`config.mk`:
```
export PLATFORM = sky130hd
export DESIGN_NAME = fpu_issue_ctrl_flat
export DESIGN_NICKNAME = d
export VERILOG_FILES = /design/src/rtl/fpu_issue_ctrl_if.sv /design/src/rtl/fpu_issue_ctrl.sv /design/src/flat_wrapper.sv
export SDC_FILE = /design/constraint.sdc
export NUM_CORES = 1
export LEC_CHECK = 0
export ABC_AREA = 1
export BUFFER_PORTS_ARGS = -buffer_cell sky130_fd_sc_hd__clkbuf_2
export CAP_MARGIN = 40
export CORE_MARGIN = 8
export CORE_UTILIZATION = 25
export CTS_CLUSTER_SIZE = 40
export DETAILED_ROUTE_END_ITERATION = 6
export PLACE_DENSITY = 0.53
export SYNTH_ARGS = -nofsm -noshare
export SYNTH_HDL_FRONTEND = slang
export SYNTH_SLANG_ARGS = --single-unit
export TNS_END_PERCENT = 20
```
`constraint.sdc`:
```
create_clock -name clock -period 1.4 [get_ports clock]
set_input_delay 0.14 -clock clock [delete_from_list [all_inputs] [get_ports clock]]
set_output_delay 0.14 -clock clock [all_outputs]
set_load 0.02 [all_outputs]
```
`src/rtl/fpu_issue_ctrl_if.sv`:
```
// Port bundle for fpu_issue_ctrl: decoded-instruction request, div/sqrt handshake,
// FP write port, stall counters and the div/sqrt FSM state for debug.
interface fpu_issue_ctrl_if;
  // Every channel transfers on a cycle where valid and ready are both high.
  // A valid stays high and its payload stays stable until that cycle.
  // io_req_ready and io_ds_resp_ready never look at the matching valid.
  logic        io_req_valid;
  logic        io_req_ready;
  logic        io_sigs_wen;
  logic        io_sigs_ren1;
  logic        io_sigs_ren2;
  logic        io_sigs_ren3;
  logic        io_sigs_fma;
  logic        io_sigs_fastpipe;
  logic        io_sigs_fromint;
  logic        io_sigs_div;
  logic        io_sigs_sqrt;
  logic [4:0]  io_req_rd;
  logic [4:0]  io_req_rs1;
  logic [4:0]  io_req_rs2;
  logic [4:0]  io_req_rs3;
  logic        io_ds_req_valid;
  logic        io_ds_req_ready;
  logic        io_ds_req_sqrt;
  logic        io_ds_resp_valid;
  logic        io_ds_resp_ready;
  logic        io_wb_valid;
  logic [4:0]  io_wb_rd;
  logic        io_wb_sel;
  logic [31:0] io_perf_stall_raw;
  logic [31:0] io_perf_stall_struct;
  logic [1:0]  dbg_ds_state;  // 0 = IDLE, 1 = REQ, 2 = WAIT

  modport slave (
    input  io_req_valid, io_sigs_wen, io_sigs_ren1, io_sigs_ren2, io_sigs_ren3,
           io_sigs_fma, io_sigs_fastpipe, io_sigs_fromint, io_sigs_div, io_sigs_sqrt,
           io_req_rd, io_req_rs1, io_req_rs2, io_req_rs3,
           io_ds_req_ready, io_ds_resp_valid,
    output io_req_ready, io_ds_req_valid, io_ds_req_sqrt, io_ds_resp_ready,
           io_wb_valid, io_wb_rd, io_wb_sel,
           io_perf_stall_raw, io_perf_stall_struct, dbg_ds_state
  );

  modport master (
    output io_req_valid, io_sigs_wen, io_sigs_ren1, io_sigs_ren2, io_sigs_ren3,
           io_sigs_fma, io_sigs_fastpipe, io_sigs_fromint, io_sigs_div, io_sigs_sqrt,
           io_req_rd, io_req_rs1, io_req_rs2, io_req_rs3,
           io_ds_req_ready, io_ds_resp_valid,
    input  io_req_ready, io_ds_req_valid, io_ds_req_sqrt, io_ds_resp_ready,
           io_wb_valid, io_wb_rd, io_wb_sel,
           io_perf_stall_raw, io_perf_stall_struct, dbg_ds_state
  );
endinterface

```
`src/rtl/fpu_issue_ctrl.sv`:
```
// FP issue sequencer: register scoreboard, write-port reservation ring and div/sqrt FSM.
// Optional stall counters are built when FPU_ISSUE_PERF_EN is defined.
module fpu_issue_ctrl #(
  parameter int FMA_LATENCY  = 4,
  parameter int FAST_LATENCY = 2
) (
  input logic                clock,
  input logic                reset,
  fpu_issue_ctrl_if.slave    bus
);

  typedef enum logic [1:0] {
    DS_IDLE = 2'd0,
    DS_REQ  = 2'd1,
    DS_WAIT = 2'd2
  } ds_state_t;

  ds_state_t   ds_state;
  logic [4:0]  ds_rd;
  logic        ds_sqrt;
  logic [31:0] busy;

  // Slot i holds the write that reaches the register file i cycles from now.
  logic [FMA_LATENCY:1] ring_valid;
  logic [4:0]           ring_rd [FMA_LATENCY:1];

  logic        is_ds;
  logic        is_fma;
  logic        is_fast;
  logic        data_stall;
  logic        struct_stall;
  logic        ds_stall;
  logic        fire;
  logic        ds_resp_ready;
  logic        ds_wb;
  logic        wb_valid;
  logic [4:0]  wb_rd;
  logic [31:0] busy_set;
  logic [31:0] busy_clr;

  assign is_ds   = bus.io_sigs_div | bus.io_sigs_sqrt;
  assign is_fma  = ~is_ds & bus.io_sigs_wen & bus.io_sigs_fma;
  assign is_fast = ~is_ds & ~bus.io_sigs_fma & bus.io_sigs_wen
                 & (bus.io_sigs_fastpipe | bus.io_sigs_fromint);

  assign data_stall = (bus.io_sigs_ren1 & busy[bus.io_req_rs1])
                    | (bus.io_sigs_ren2 & busy[bus.io_req_rs2])
                    | (bus.io_sigs_ren3 & busy[bus.io_req_rs3])
                    | (bus.io_sigs_wen  & busy[bus.io_req_rd]);

  // After this cycle's shift, slot FAST_LATENCY holds what is now one slot higher.
  // FMA always lands in the freshly emptied top slot and never collides.
  assign struct_stall = is_fast & ring_valid[FAST_LATENCY+1];
  assign ds_stall     = is_ds & (ds_state != DS_IDLE);

  assign bus.io_req_ready = ~(data_stall | struct_stall | ds_stall);
  assign fire             = bus.io_req_valid & bus.io_req_ready;

  // The fixed-latency pipe owns the write port; div/sqrt waits behind ready.
  assign ds_resp_ready = (ds_state == DS_WAIT) & ~ring_valid[1];
  assign ds_wb         = ds_resp_ready & bus.io_ds_resp_valid;
  assign wb_valid      = ring_valid[1] | ds_wb;
  assign wb_rd         = ring_valid[1] ? ring_rd[1] : (ds_wb ? ds_rd : 5'd0);

  assign bus.io_ds_resp_ready = ds_resp_ready;
  assign bus.io_wb_valid      = wb_valid;
  assign bus.io_wb_rd         = wb_rd;
  assign bus.io_wb_sel        = ~ring_valid[1] & ds_wb;
  assign bus.io_ds_req_valid  = (ds_state == DS_REQ);
  assign bus.io_ds_req_sqrt   = ds_sqrt;
  assign bus.dbg_ds_state     = ds_state;

  assign busy_set = (fire & bus.io_sigs_wen & (is_fma | is_fast | is_ds))
                  ? (32'd1 << bus.io_req_rd) : 32'd0;
  assign busy_clr = wb_valid ? (32'd1 << wb_rd) : 32'd0;

  always_ff @(posedge clock or negedge reset) begin
    if (!reset) begin
      busy <= '0;
    end else begin
      busy <= (busy & ~busy_clr) | busy_set;
    end
  end

  always_ff @(posedge clock or negedge reset) begin
    if (!reset) begin
      ring_valid <= '0;
      for (int i = 1; i <= FMA_LATENCY; i++) begin
        ring_rd[i] <= '0;
      end
    end else begin
      for (int i = 1; i < FMA_LATENCY; i++) begin
        ring_valid[i] <= ring_valid[i+1];
        ring_rd[i]    <= ring_rd[i+1];
      end
      ring_valid[FMA_LATENCY] <= 1'b0;
      if (fire && is_fma) begin
        ring_valid[FMA_LATENCY] <= 1'b1;
        ring_rd[FMA_LATENCY]    <= bus.io_req_rd;
      end
      if (fire && is_fast) begin
        ring_valid[FAST_LATENCY] <= 1'b1;
        ring_rd[FAST_LATENCY]    <= bus.io_req_rd;
      end
    end
  end

  always_ff @(posedge clock or negedge reset) begin
    if (!reset) begin
      ds_state <= DS_IDLE;
      ds_rd    <= '0;
      ds_sqrt  <= 1'b0;
    end else begin
      case (ds_state)
        DS_IDLE: begin
          if (fire && is_ds) begin
            ds_state <= DS_REQ;
            ds_rd    <= bus.io_req_rd;
            ds_sqrt  <= bus.io_sigs_sqrt;
          end
        end
        DS_REQ: begin
          if (bus.io_ds_req_ready) ds_state <= DS_WAIT;
        end
        DS_WAIT: begin
          if (ds_wb) ds_state <= DS_IDLE;
        end
        default: ds_state <= DS_IDLE;
      endcase
    end
  end

`ifdef FPU_ISSUE_PERF_EN
  logic [31:0] stall_raw;
  logic [31:0] stall_struct;

  always_ff @(posedge clock or negedge reset) begin
    if (!reset) begin
      stall_raw    <= '0;
      stall_struct <= '0;
    end else if (bus.io_req_valid) begin
      if (data_stall) begin
        stall_raw <= stall_raw + 32'd1;
      end else if (struct_stall || ds_stall) begin
        stall_struct <= stall_struct + 32'd1;
      end
    end
  end

  assign bus.io_perf_stall_raw    = stall_raw;
  assign bus.io_perf_stall_struct = stall_struct;
`else
  assign bus.io_perf_stall_raw    = 32'd0;
  assign bus.io_perf_stall_struct = 32'd0;
`endif

endmodule
```
`src/flat_wrapper.sv`:
```
// flat-port wrapper written by rule: the top's interface ports become plain ports
module fpu_issue_ctrl_flat 
#(
  parameter int FMA_LATENCY  = 4,
  parameter int FAST_LATENCY = 2
)
  (clock, reset, bus_io_req_valid, bus_io_sigs_wen, bus_io_sigs_ren1, bus_io_sigs_ren2, bus_io_sigs_ren3, bus_io_sigs_fma, bus_io_sigs_fastpipe, bus_io_sigs_fromint, bus_io_sigs_div, bus_io_sigs_sqrt, bus_io_req_rd, bus_io_req_rs1, bus_io_req_rs2, bus_io_req_rs3, bus_io_ds_req_ready, bus_io_ds_resp_valid, bus_io_req_ready, bus_io_ds_req_valid, bus_io_ds_req_sqrt, bus_io_ds_resp_ready, bus_io_wb_valid, bus_io_wb_rd, bus_io_wb_sel, bus_io_perf_stall_raw, bus_io_perf_stall_struct, bus_dbg_ds_state);
  fpu_issue_ctrl_if bus_i ();
  input logic clock;
  input logic reset;
  input wire logic [$bits(bus_i.io_req_valid)-1:0] bus_io_req_valid;
  input wire logic [$bits(bus_i.io_sigs_wen)-1:0] bus_io_sigs_wen;
  input wire logic [$bits(bus_i.io_sigs_ren1)-1:0] bus_io_sigs_ren1;
  input wire logic [$bits(bus_i.io_sigs_ren2)-1:0] bus_io_sigs_ren2;
  input wire logic [$bits(bus_i.io_sigs_ren3)-1:0] bus_io_sigs_ren3;
  input wire logic [$bits(bus_i.io_sigs_fma)-1:0] bus_io_sigs_fma;
  input wire logic [$bits(bus_i.io_sigs_fastpipe)-1:0] bus_io_sigs_fastpipe;
  input wire logic [$bits(bus_i.io_sigs_fromint)-1:0] bus_io_sigs_fromint;
  input wire logic [$bits(bus_i.io_sigs_div)-1:0] bus_io_sigs_div;
  input wire logic [$bits(bus_i.io_sigs_sqrt)-1:0] bus_io_sigs_sqrt;
  input wire logic [$bits(bus_i.io_req_rd)-1:0] bus_io_req_rd;
  input wire logic [$bits(bus_i.io_req_rs1)-1:0] bus_io_req_rs1;
  input wire logic [$bits(bus_i.io_req_rs2)-1:0] bus_io_req_rs2;
  input wire logic [$bits(bus_i.io_req_rs3)-1:0] bus_io_req_rs3;
  input wire logic [$bits(bus_i.io_ds_req_ready)-1:0] bus_io_ds_req_ready;
  input wire logic [$bits(bus_i.io_ds_resp_valid)-1:0] bus_io_ds_resp_valid;
  output wire logic [$bits(bus_i.io_req_ready)-1:0] bus_io_req_ready;
  output wire logic [$bits(bus_i.io_ds_req_valid)-1:0] bus_io_ds_req_valid;
  output wire logic [$bits(bus_i.io_ds_req_sqrt)-1:0] bus_io_ds_req_sqrt;
  output wire logic [$bits(bus_i.io_ds_resp_ready)-1:0] bus_io_ds_resp_ready;
  output wire logic [$bits(bus_i.io_wb_valid)-1:0] bus_io_wb_valid;
  output wire logic [$bits(bus_i.io_wb_rd)-1:0] bus_io_wb_rd;
  output wire logic [$bits(bus_i.io_wb_sel)-1:0] bus_io_wb_sel;
  output wire logic [$bits(bus_i.io_perf_stall_raw)-1:0] bus_io_perf_stall_raw;
  output wire logic [$bits(bus_i.io_perf_stall_struct)-1:0] bus_io_perf_stall_struct;
  output wire logic [$bits(bus_i.dbg_ds_state)-1:0] bus_dbg_ds_state;
  assign bus_i.io_req_valid = bus_io_req_valid;
  assign bus_i.io_sigs_wen = bus_io_sigs_wen;
  assign bus_i.io_sigs_ren1 = bus_io_sigs_ren1;
  assign bus_i.io_sigs_ren2 = bus_io_sigs_ren2;
  assign bus_i.io_sigs_ren3 = bus_io_sigs_ren3;
  assign bus_i.io_sigs_fma = bus_io_sigs_fma;
  assign bus_i.io_sigs_fastpipe = bus_io_sigs_fastpipe;
  assign bus_i.io_sigs_fromint = bus_io_sigs_fromint;
  assign bus_i.io_sigs_div = bus_io_sigs_div;
  assign bus_i.io_sigs_sqrt = bus_io_sigs_sqrt;
  assign bus_i.io_req_rd = bus_io_req_rd;
  assign bus_i.io_req_rs1 = bus_io_req_rs1;
  assign bus_i.io_req_rs2 = bus_io_req_rs2;
  assign bus_i.io_req_rs3 = bus_io_req_rs3;
  assign bus_i.io_ds_req_ready = bus_io_ds_req_ready;
  assign bus_i.io_ds_resp_valid = bus_io_ds_resp_valid;
  assign bus_io_req_ready = bus_i.io_req_ready;
  assign bus_io_ds_req_valid = bus_i.io_ds_req_valid;
  assign bus_io_ds_req_sqrt = bus_i.io_ds_req_sqrt;
  assign bus_io_ds_resp_ready = bus_i.io_ds_resp_ready;
  assign bus_io_wb_valid = bus_i.io_wb_valid;
  assign bus_io_wb_rd = bus_i.io_wb_rd;
  assign bus_io_wb_sel = bus_i.io_wb_sel;
  assign bus_io_perf_stall_raw = bus_i.io_perf_stall_raw;
  assign bus_io_perf_stall_struct = bus_i.io_perf_stall_struct;
  assign bus_dbg_ds_state = bus_i.dbg_ds_state;
  fpu_issue_ctrl #(.FMA_LATENCY(FMA_LATENCY), .FAST_LATENCY(FAST_LATENCY)) u_core (.clock(clock), .reset(reset), .bus(bus_i));
endmodule
```
==> results.ini, run 1 <==
[power]
p_per_area_nw_per_um2 = 1240
p_leak_uw = 0.00322
ir_drop_mv = 0.680
power_uw = 7970

[grt]
grt-busiest-layer = met2
grt_max_degree = 65
overflow = 0
antenna_found_initial = 0
grt_usage = 0.141
grt_pass1_wl_um = 26900
grt_util_met1 = 0.180
use_met3 = 0.0274
grt_pass1_vias = 4867
grt_use_met2 = 0.225

[synth]
yosysWarnings = 0
seq_area_frac_synth = 0.327
syn_avg_cell_area_um2 = 6.55
ys_ff_latch = 64
yosysTopAreaCell = dfrtp_1
synth_area_leaders = dfrtp_1, nand2_1, nand3_1, buf_4, nand4_1
synthCells = 748
synth.distinct_cells = 25
syn-cell-area_um2 = 4900
synth_top_area_share = 0.327

[floorplan]
die-area_um2 = 24300
fp.dieH_um = 156
die_w_um = 156
start_util = 0.253
core_um2 = 19300
rows = 51
num_io_pins = 111

[timing]
final-hold-violation-count = 0
rsz0062_at_grt = yes
finalWorstSetupSlack_ns = -0.687
skew_ns = 0.00556
min_period_over_period = 1.49
max_freq_mhz = 479
setup_violations = 61
slew_viol_final = 0
min_period_ns = 2.09
whs_ns = 0.00345

[worst_setup_path]
cp_common_cell = nand2_1
slowest_delay_ns = 0.47
required_ns = 1.26
endpoint_kind = output port
arrival_ns = 1.95
crit_slowest_cell = dfrtp_2
worstSetupPathType = reg2out
cp_cell_sequence = buf_4 -> nand2_1 -> nand3_1 -> nand2_1 -> nand2_1 -> nand3_1 -> nand3b_1 -> nand3_2 -> nand2_2 -> nor2_4 -> buf_12 -> buf_8
cp-start-kind = flip-flop
path_max_fanout = 4

[layout]
nets = 890
multiInputGateArea_um2 = 2760
fillers = 2113
drive_gt1_frac = 0.253
insertedDiodeCount = 0
area_growth_pct = 30.7
regArea_um2 = 1640

[outcome]
failed_checks = setup timing
outcome = complete, but fails checks

[cts]
clk_latency_ns = 0.33
root_buffer = clkbuf_16
path_clk_slew_ns = 0.05
ctsHtreeMaxLevel = 3
cts_buffers = 9
cts_buffer_depth = 2
cts_tree = yes
cts_sinks = 64

[detailed_routing]
drt-wirelength-per-cell_um = 15.6
drc = 0
routed_wl_um = 17600
drt_iter0_drc = 556
via_per_inst = 4.66
dr.pass1.iters = 5
antenna_left = 0
vias = 5245

[job]
maxCapViolCount = 0

[place]
gp_congestion = 0.892
hpwl_um = 12500
port_buffers = 46

[hold_path]
hold_path.class = in2reg

final cells by class:
type,instances,share of cell area
Sequential cell,64,0.256
Clock buffer,14,0.0397
Inverter,50,0.0297
Timing Repair Buffer,138,0.191
Clock inverter,1,0.000782
Multi-Input combinational cell,593,0.430
Tap cell,265,0.0518
worst paths after layout:
check	cells past startpoint	endpoint	startpoint	slack [ns]
max	12	bus_io_req_ready	u_core.busy[5]$_DFF_PN0_	-0.69
min	2	u_core.bus.dbg_ds_state[0]$_DFFE_PN0P_	bus_io_ds_req_ready	0.003
max reg2reg	15	u_core.busy[21]$_DFF_PN0_	u_core.busy[5]$_DFF_PN0_	-0.65
min reg2reg	0	u_core.ring_rd[2]$_DFF_PN0_	u_core.ring_rd[7]$_DFF_PN0_	0.34
max in group asynchronous	3	u_core.busy[6]$_DFF_PN0_	reset	0.71
min in group asynchronous	3	u_core.ring_valid[4]$_DFF_PN0_	reset	0.35
sequential cells by signal, summed over array words and instances (netlist names):
name,cells
u_core.ds_rd,5
u_core.bus.dbg_ds_state,2
u_core.bus.io_ds_req_sqrt,1
u_core.ring_rd,20
u_core.ring_valid,4
u_core.busy,32
cells in the mapped netlist, drive strengths merged:
| cell type | count |
|---|---|
| conb | 1 |
| dfrtp | 64 |
| nor3 | 2 |
| o21ai | 34 |
| buf | 89 |
| clkinv | 1 |
| nor4 | 4 |
| nand3 | 118 |
| nand4 | 52 |
| nand2 | 272 |
| inv | 49 |
| clkbuf | 15 |
| o31ai | 1 |
| o22ai | 5 |
| nor2 | 39 |
| nand3b | 2 |
layout by cell type (no fill, tap or decap), types with 5 or more instances in the layout:
cell       instances
nand2_1          262
nand3_1          111
buf_4             65
conb_1            64
nand4_1           52
inv_1             39
clkbuf_2          39
nor2_1            36
dfrtp_2           32
dfrtp_1           32
o21ai_0           26
buf_12            14
buf_6             12
clkbuf_16         11
inv_2              9
nand2_2            9
o21ai_1            7
nand3_2            6
o22ai_4            5
worst max-delay path, delay by kind of cell, from the launching register on:
kind	cells	cell delay [ns]
buf+inv	3	0.39
flops	1	0.47
simple gates	9	0.76
per-layer routing:
metal	share of wire	vias to the layer above
met2	0.48	206
met1	0.42	2458
met4	0.033	0
met5	0	-
li1	-	2548
met3	0.071	33
repair_timing:
item | 4_1_cts | 5_1_grt
pin swaps | 7 | 36
setup endpoints to repair | 60 | 61
hold buffers | 1 | 0
setup buffers | 19 | 3
gates resized for setup | 55 | 27
gates cloned | 0 | 2
endpoints found under the hold margin | 64 | 0
through the flow:
stage	instance area [um^2]	utilization	std cells	setup TNS, ns	worst slack, ns
6_report	6400	0.331	1125	-32.29	-0.687
5_1_grt	6400	0.331	1125	-38.35	-0.768
4_1_cts	6260	0.324	1120	-27.61	-0.692
3_5_place_dp	5700	0.295	1085	-28.91	-0.617
3_3_place_gp	5700	0.295	1085	-29.39	-0.629
2_1_floorplan	5180	-	811	-16.76	-0.494
logic make-up (layout without fill, tap and decap cells):
| logic type | count (synthesis) | count (layout) | share of synthesized area |
|---|---|---|---|
| other | 1 | 64 | 0.000765 |
| AO/OA/AOI/OAI | 40 | 40 | 0.0490 |
| buffers and inverters | 154 | 203 | 0.183 |
| flip-flops | 64 | 64 | 0.327 |
| AND/OR/NAND/NOR | 489 | 489 | 0.441 |
power by group:
group / leakage (uW) / switching (uW) / internal [uW]
Sequential: 0.000808 / 496 / 2320
Combinational: 0.00229 / 1770 / 1370
Clock: 0.000127 / 787 / 1240
Total: 0.00322 / 3050 / 4920
No activity file was read; power rests on OpenSTA's default activity.
==> run 2: changes to the inputs <==
--- a/config.mk
+++ b/config.mk
@@ -12,7 +12,10 @@
 export CORE_UTILIZATION = 25
 export CTS_CLUSTER_SIZE = 40
 export DETAILED_ROUTE_END_ITERATION = 6
+export GPL_TIMING_DRIVEN = 0
 export PLACE_DENSITY = 0.53
+export REMOVE_ABC_BUFFERS = 1
+export SETUP_SLACK_MARGIN = 0.05
 export SYNTH_ARGS = -nofsm -noshare
 export SYNTH_HDL_FRONTEND = slang
 export SYNTH_SLANG_ARGS = --single-unit
==> results.ini, run 2 (synthesized netlist as in run 1, its figures left out) <==
[cts]
ctsHtreeMaxLevel = 3  ; unchanged
root_buffer = clkbuf_16  ; unchanged
clk_latency_ns = 0.33  ; about the same
cts_buffers = 9  ; unchanged
cts_buffer_depth = 2  ; unchanged
path_clk_slew_ns = 0.05  ; about the same
cts_tree = yes  ; unchanged
cts_sinks = 64  ; unchanged

[worst_setup_path]
cp-start-kind = flip-flop  ; unchanged
cp_common_cell = nand2_1  ; unchanged
cp_cell_sequence = nand2_1 -> nand3_1 -> nand3_1 -> nand2_1 -> nand2_1 -> nand3b_1 -> nand3_4 -> nand3_4 -> nor2_4 -> clkbuf_16 -> buf_8  ; was buf_4 -> nand2_1 -> nand3_1 -> nand2_1 -> nand2_1 -> nand3_1 -> nand3b_1 -> nand3_2 -> nand2_2 -> nor2_4 -> buf_12 -> buf_8
endpoint_kind = output port  ; unchanged
required_ns = 1.26  ; about the same
path_buf_inv = 2  ; was 3
path_max_fanout = 5  ; was 4
r2r_setup_slack_ns = -0.58  ; was -0.65 ns
critPathTopFamily = simple AND/OR/NAND/NOR gates  ; unchanged
arrival_ns = 1.92  ; was 1.95 ns
crit_slowest_cell = dfrtp_2  ; unchanged
slowest_delay_ns = 0.47  ; about the same
worstSetupPathType = reg2out  ; unchanged

[layout]
drive_gt1_frac = 0.196  ; was 0.253
nets = 826  ; was 890
largest_reg_flops = 32  ; unchanged
final_cell_mix = nand2_1, nand3_1, conb_1  ; was nand2_1, nand3_1, buf_4
largest-register = u_core.busy  ; unchanged
fin_util = 0.305  ; was 0.331
top_regs = u_core.busy: 32 flops, u_core.ring_rd: 20 flops, u_core.ds_rd: 5 flops  ; unchanged
insertedDiodeCount = 0  ; unchanged
layout_commonest_cell = nand2_1  ; unchanged
area_growth_pct = 20.2  ; was 30.7%

[place]
hpwl_um = 11500  ; was 12500 um
gp_congestion = 0.839  ; was 0.892
port_buffers = 46  ; unchanged
preCtsSetupSlack_ns = -1.13  ; was -0.617 ns

[detailed_routing]
met2WireLength_um = 8120  ; was 8410 um
detail_route.wirelength.met1_um = 6850  ; was 7320 um
dr.pass1.iters = 5  ; unchanged
drc = 0  ; unchanged
vias = 4948  ; was 5245
drt-wirelength-per-cell_um = 15.8  ; was 15.6 um
antenna_left = 0  ; unchanged
routed_wl_um = 16800  ; was 17600 um
dr_wl_met3_um = 1380  ; was 1250 um
via_per_inst = 4.66  ; about the same
top_layer = met5  ; was met4
drt_iter0_drc = 424  ; was 556

[outcome]
failed_checks = setup timing  ; unchanged
outcome = complete, but fails checks  ; unchanged

[hold_path]
hold_path.class = in2reg  ; unchanged

[timing]
final-hold-violation-count = 0  ; unchanged
slew_viol_final = 0  ; unchanged
relSlewSlack = 0.592
min_period_over_period = 1.47  ; was 1.49
rsz0062_at_grt = yes  ; unchanged
min_period_ns = 2.06  ; was 2.09 ns
worst_pin_slew_ns = 0.611
setup_violations = 59  ; was 61
max_freq_mhz = 485  ; was 479 MHz
finalWorstSetupSlack_ns = -0.661  ; was -0.687 ns
skew_ns = 0.00551  ; was 0.00556 ns

[floorplan]
start_util = 0.253  ; unchanged
core_um2 = 19300  ; unchanged
num_io_pins = 111  ; unchanged
die_w_um = 156  ; unchanged
die-area_um2 = 24300  ; unchanged
fp.dieH_um = 156  ; unchanged
rows = 51  ; unchanged

[job]
maxCapViolCount = 0  ; unchanged

[grt]
grt_max_degree = 38  ; was 65
grt_pass1_vias = 4643  ; was 4867
grt_usage = 0.134  ; was 0.141
overflow = 0  ; unchanged
grt_pass1_wl_um = 25700  ; was 26900 um
antenna_found_initial = 1  ; was 0

[power]
p_leak_uw = 0.00289  ; was 0.00322 uW
ir_drop_mv = 0.662  ; was 0.680 mV
p_per_area_nw_per_um2 = 1350  ; was 1240 nW/um^2

run 2: timing repair:
item | CTS | global route
pin swaps | 12 | 29
gates cloned | 2 | 2
gates resized for setup | 54 | 36
setup endpoints to repair | 59 | 61
endpoints found under the hold margin | 27 | 0
buffers inserted | 8 | 11
hold buffers | 1 | 0
run 2: cell type report:
cell class | instances | area [um^2]
multi-input cells | 595 | 2810
inverters | 50 | 199
well taps | 265 | 332
flip-flops and latches | 64 | 1640
clock buffers | 10 | 239
repair buffers | 72 | 583
clock inverters | 6 | 91.3
fillers | 2136 | 13400
run 2: metal layers:
layer / track usage / vias to the layer above
li1: - / 2428
met1: 0.173 / 2294
met2: 0.217 / 194
met3: 0.0277 / 30
met4: 0.0471 / 2
met5: 0 / -
run 2: worst paths after layout:
check / from / to / cells after the start
max: u_core.busy[11]$_DFF_PN0_ / bus_io_req_ready / 11
min: bus_io_ds_req_ready / u_core.bus.dbg_ds_state[0]$_DFFE_PN0P_ / 2
max reg2reg: u_core.busy[11]$_DFF_PN0_ / u_core.busy[20]$_DFF_PN0_ / 14
min reg2reg: u_core.ring_rd[9]$_DFF_PN0_ / u_core.ring_rd[4]$_DFF_PN0_ / 0
max in group asynchronous: reset / u_core.busy[10]$_DFF_PN0_ / 3
min in group asynchronous: reset / u_core.ring_rd[16]$_DFFE_PN0P_ / 2
run 2: stage by stage:
step / setup TNS (ns) / cell area [um^2] / std cells / total power [uW] / hold WS (ns)
after floorplan: -34.61 / 4430 / 707 / 3950 / -0.156
after global placement: -82.37 / 4990 / 1018 / 4770 / 0.331
after detailed placement: -54.32 / 5080 / 1022 / 4880 / 0.118
after CTS: -30.52 / 5690 / 1049 / 7730 / 0.0123
after global routing: -36.37 / 5890 / 1062 / 8350 / 0.0186
final: -29.29 / 5890 / 1062 / 7920 / 0.0126
run 2: power by group:
group / leakage (uW) / internal, uW / total, uW / switching [uW]
combinational: 0.00192 / 967 / 2660 / 1690
clock: 0.000163 / 1610 / 2450 / 833
sequential: 0.000815 / 2310 / 2820 / 513
run 2: worst reg2reg max path: stages, from the launching register on:
cell,delay [ns]
dfrtp_2,0.47
nand2_1,0.09
nand3_1,0.07
nand3_1,0.10
nand2_1,0.06
nand2_1,0.06
nand3b_1,0.12
nand3_4,0.13
nand3_4,0.10
nor2_4,0.13
buf_4,0.13
buf_6,0.12
buf_8,0.14
nand4_1,0.09
nand2_1,0.10
==> run 3: changes to the inputs <==
--- a/config.mk
+++ b/config.mk
@@ -5,7 +5,6 @@
 export SDC_FILE = /design/constraint.sdc
 export NUM_CORES = 1
 export LEC_CHECK = 0
-export ABC_AREA = 1
 export BUFFER_PORTS_ARGS = -buffer_cell sky130_fd_sc_hd__clkbuf_2
 export CAP_MARGIN = 40
 export CORE_MARGIN = 8
@@ -13,6 +12,7 @@
 export CTS_CLUSTER_SIZE = 40
 export DETAILED_ROUTE_END_ITERATION = 6
 export GPL_TIMING_DRIVEN = 0
+export MAX_ROUTING_LAYER = met4
 export PLACE_DENSITY = 0.53
 export REMOVE_ABC_BUFFERS = 1
 export SETUP_SLACK_MARGIN = 0.05
==> results.ini, run 3 <==
[synth]
yosysTopAreaCell = dfrtp_1  ; unchanged
synth_area_leaders = dfrtp_1, mux4_2, buf_4, o21ai_0, o41ai_1  ; was dfrtp_1, nand2_1, nand3_1, buf_4, nand4_1
synth.distinct_cells = 40  ; was 25
seq_area_frac_synth = 0.373  ; was 0.327
ys_ff_latch = 64  ; unchanged
syn-cell-area_um2 = 4290  ; was 4900 um^2
postSynth.asyncResetShare = 1.00  ; unchanged
synth-edff-count = 0  ; unchanged
yosysMostFrequentCell = buf_4  ; was nand2_1
synth_common_cells = buf_4, dfrtp_1, o21ai_0  ; was nand2_1, nand3_1, buf_4
synth_ff_type = dfrtp_1  ; unchanged
yosysWarnings = 0  ; unchanged
syn_avg_cell_area_um2 = 10.8  ; was 6.55 um^2
synth_top_area_share = 0.373  ; was 0.327
synthCells = 399  ; was 748

[cts]
clk_latency_ns = 0.33  ; about the same
cts_tree = yes  ; unchanged
cts_buffers = 9  ; unchanged
ctsHtreeMaxLevel = 3  ; unchanged
cts_buffer_depth = 2  ; unchanged
root_buffer = clkbuf_16  ; unchanged
path_clk_slew_ns = 0.06  ; was 0.05 ns
cts_sinks = 64  ; unchanged

[worst_setup_path]
path_max_fanout = 6  ; was 5
timing.rr.start = u_core.busy[2]$_DFF_PN0_  ; was u_core.busy[11]$_DFF_PN0_
cp-startpoint = u_core.busy[2]$_DFF_PN0_  ; was u_core.busy[11]$_DFF_PN0_
path_buf_inv = 2  ; unchanged
cp-start-kind = flip-flop  ; unchanged
critPathTopFamily = multiplexers  ; was simple AND/OR/NAND/NOR gates
cp_cell_sequence = mux4_2 -> mux4_2 -> a2bb2oi_1 -> a32oi_2 -> nand4_4 -> buf_6 -> nor3_4 -> buf_6 -> mux2_2  ; was nand2_1 -> nand3_1 -> nand3_1 -> nand2_1 -> nand2_1 -> nand3b_1 -> nand3_4 -> nand3_4 -> nor2_4 -> clkbuf_16 -> buf_8
required_ns = 1.61  ; was 1.26 ns
arrival_ns = 3.16  ; was 1.92 ns
crit_slowest_cell = dfrtp_1  ; was dfrtp_2
worstSetupPathType = reg2reg  ; was reg2out
slowest_delay_ns = 0.47  ; about the same
endpoint_kind = flip-flop  ; was output port

[timing]
slew_viol_final = 0  ; unchanged
relSlewSlack = 0.354  ; was 0.592
worst_pin_slew_ns = 0.967  ; was 0.611 ns
min_period_ns = 2.95  ; was 2.06 ns
min_period_over_period = 2.11  ; was 1.47
setup_violations = 59  ; unchanged
skew_ns = 0.00623  ; was 0.00551 ns
final-hold-violation-count = 0  ; unchanged
max_freq_mhz = 339  ; was 485 MHz
finalWorstSetupSlack_ns = -1.55  ; was -0.661 ns
rsz0062_at_grt = yes  ; unchanged
whs_ns = 0.0221  ; was 0.0126 ns

[layout]
area_growth_pct = 18.9  ; was 20.2%
layout.cells.non_filler = 673  ; was 1062
insertedDiodeCount = 0  ; unchanged
fillers = 1810  ; was 2136
top_regs = u_core.busy: 32 flops, u_core.ring_rd: 20 flops, u_core.ds_rd: 5 flops  ; unchanged
drive_gt1_frac = 0.344  ; was 0.196
largest_reg_flops = 32  ; unchanged
final_cell_mix = conb_1, dfrtp_1, o21ai_0  ; was nand2_1, nand3_1, conb_1
nets = 477  ; was 826
largest-register = u_core.busy  ; unchanged
layout_commonest_cell = conb_1  ; was nand2_1

[power]
ir_drop_mv = 1.03  ; was 0.662 mV
p_per_area_nw_per_um2 = 1560  ; was 1350 nW/um^2
p_leak_uw = 0.00215  ; was 0.00289 uW
power_uw = 7940  ; was 7920 uW

[floorplan]
die-area_um2 = 21600  ; was 24300 um^2
rows = 48  ; was 51
core_um2 = 17100  ; was 19300 um^2
fp.dieH_um = 147  ; was 156 um
num_io_pins = 111  ; unchanged
start_util = 0.252  ; was 0.253
die_w_um = 147  ; was 156 um

[place]
preCtsSetupSlack_ns = -2.20  ; was -1.13 ns
port_buffers = 46  ; unchanged
place_inst = 641  ; was 1022
gp_congestion = 0.850  ; was 0.839
hpwl_um = 9220  ; was 11500 um

[grt]
grt_pass1_wl_um = 19600  ; was 25700 um
grt_max_degree = 42  ; was 38
overflow = 0  ; unchanged
grt_pass1_vias = 3476  ; was 4643
antenna_found_initial = 0  ; was 1
grt_usage = 0.119  ; was 0.134

[hold_path]
min_from = bus_io_ds_req_ready  ; unchanged
hold_path.class = in2reg  ; unchanged

[detailed_routing]
drc = 0  ; unchanged
routed_wl_um = 12900  ; was 16800 um
antenna_left = 0  ; unchanged
dr.pass1.iters = 5  ; unchanged
vias = 3404  ; was 4948
drt_iter0_drc = 261  ; was 424
via_per_inst = 5.06  ; was 4.66
drt-wirelength-per-cell_um = 19.1  ; was 15.8 um

[outcome]
failed_checks = setup timing  ; unchanged
outcome = complete, but fails checks  ; unchanged

[job]
maxCapViolCount = 0  ; unchanged

==> run 3: power by group <==
group / leakage [uW] / internal, uW / switching [uW]
Sequential: 0.000816 / 2380 / 576
Combinational: 0.00118 / 1200 / 1330
Clock: 0.000155 / 1610 / 837
Total: 0.00215 / 5190 / 2750
==> run 3: layout make-up <==
type	instances	area, um^2	area share
clock buffers	10	239	0.0468
repair buffers	63	443	0.0868
inverters	6	22.5	0.00442
clock inverters	6	92.6	0.0182
flip-flops and latches	64	1610	0.316
well taps	225	282	0.0552
multi-input cells	299	2410	0.472
==> run 3: path summary, 6_finish.rpt <==
check	endpoint	depth (start not counted)	slack [ns]
max	u_core.ring_rd[17]$_DFFE_PN0P_	9	-1.55
min	u_core.bus.dbg_ds_state[0]$_DFFE_PN0P_	2	0.02
max reg2reg	u_core.ring_rd[17]$_DFFE_PN0P_	9	-1.55
min reg2reg	u_core.ring_rd[4]$_DFF_PN0_	0	0.35
max in group asynchronous	u_core.busy[19]$_DFF_PN0_	3	0.57
min in group asynchronous	u_core.ring_rd[10]$_DFF_PN0_	2	0.29
==> run 3: repair_timing <==
action	in CTS	in global routing
endpoints found under the hold margin	23	0
setup endpoints to repair	61	61
buffers inserted	5	9
cloned	1	0
pin swaps	11	1
resized for setup	35	22
hold buffers	1	0
==> run 3: cells by family after synthesis <==
kind of cell,Yosys count,share of synthesized area
muxes,61,0.242
and+or+nand+nor,87,0.112
other,1,0.000874
buffers and inverters,100,0.145
DFF,64,0.373
AOI/OAI and AO/OA,86,0.127
==> run 3: per-layer routing <==
metal | vias up | track usage | routed length (um)
met4 | 0 | 0.0418 | 278
met3 | 29 | 0.0305 | 1180
li1 | 1477 | - | -
met1 | 1679 | 0.150 | 5360
met5 | - | - | 0
met2 | 219 | 0.180 | 6050
==> run 3: through the flow <==
stage | util | TNS, ns | area (um^2)
CTS | 0.292 | -75.82 | 4990
global route | 0.299 | -82.24 | 5100
global placement | 0.260 | -104.53 | 4440
floorplan | - | -74.33 | 3930
finish | 0.299 | -77.21 | 5100
detailed placement | 0.262 | -94.97 | 4470
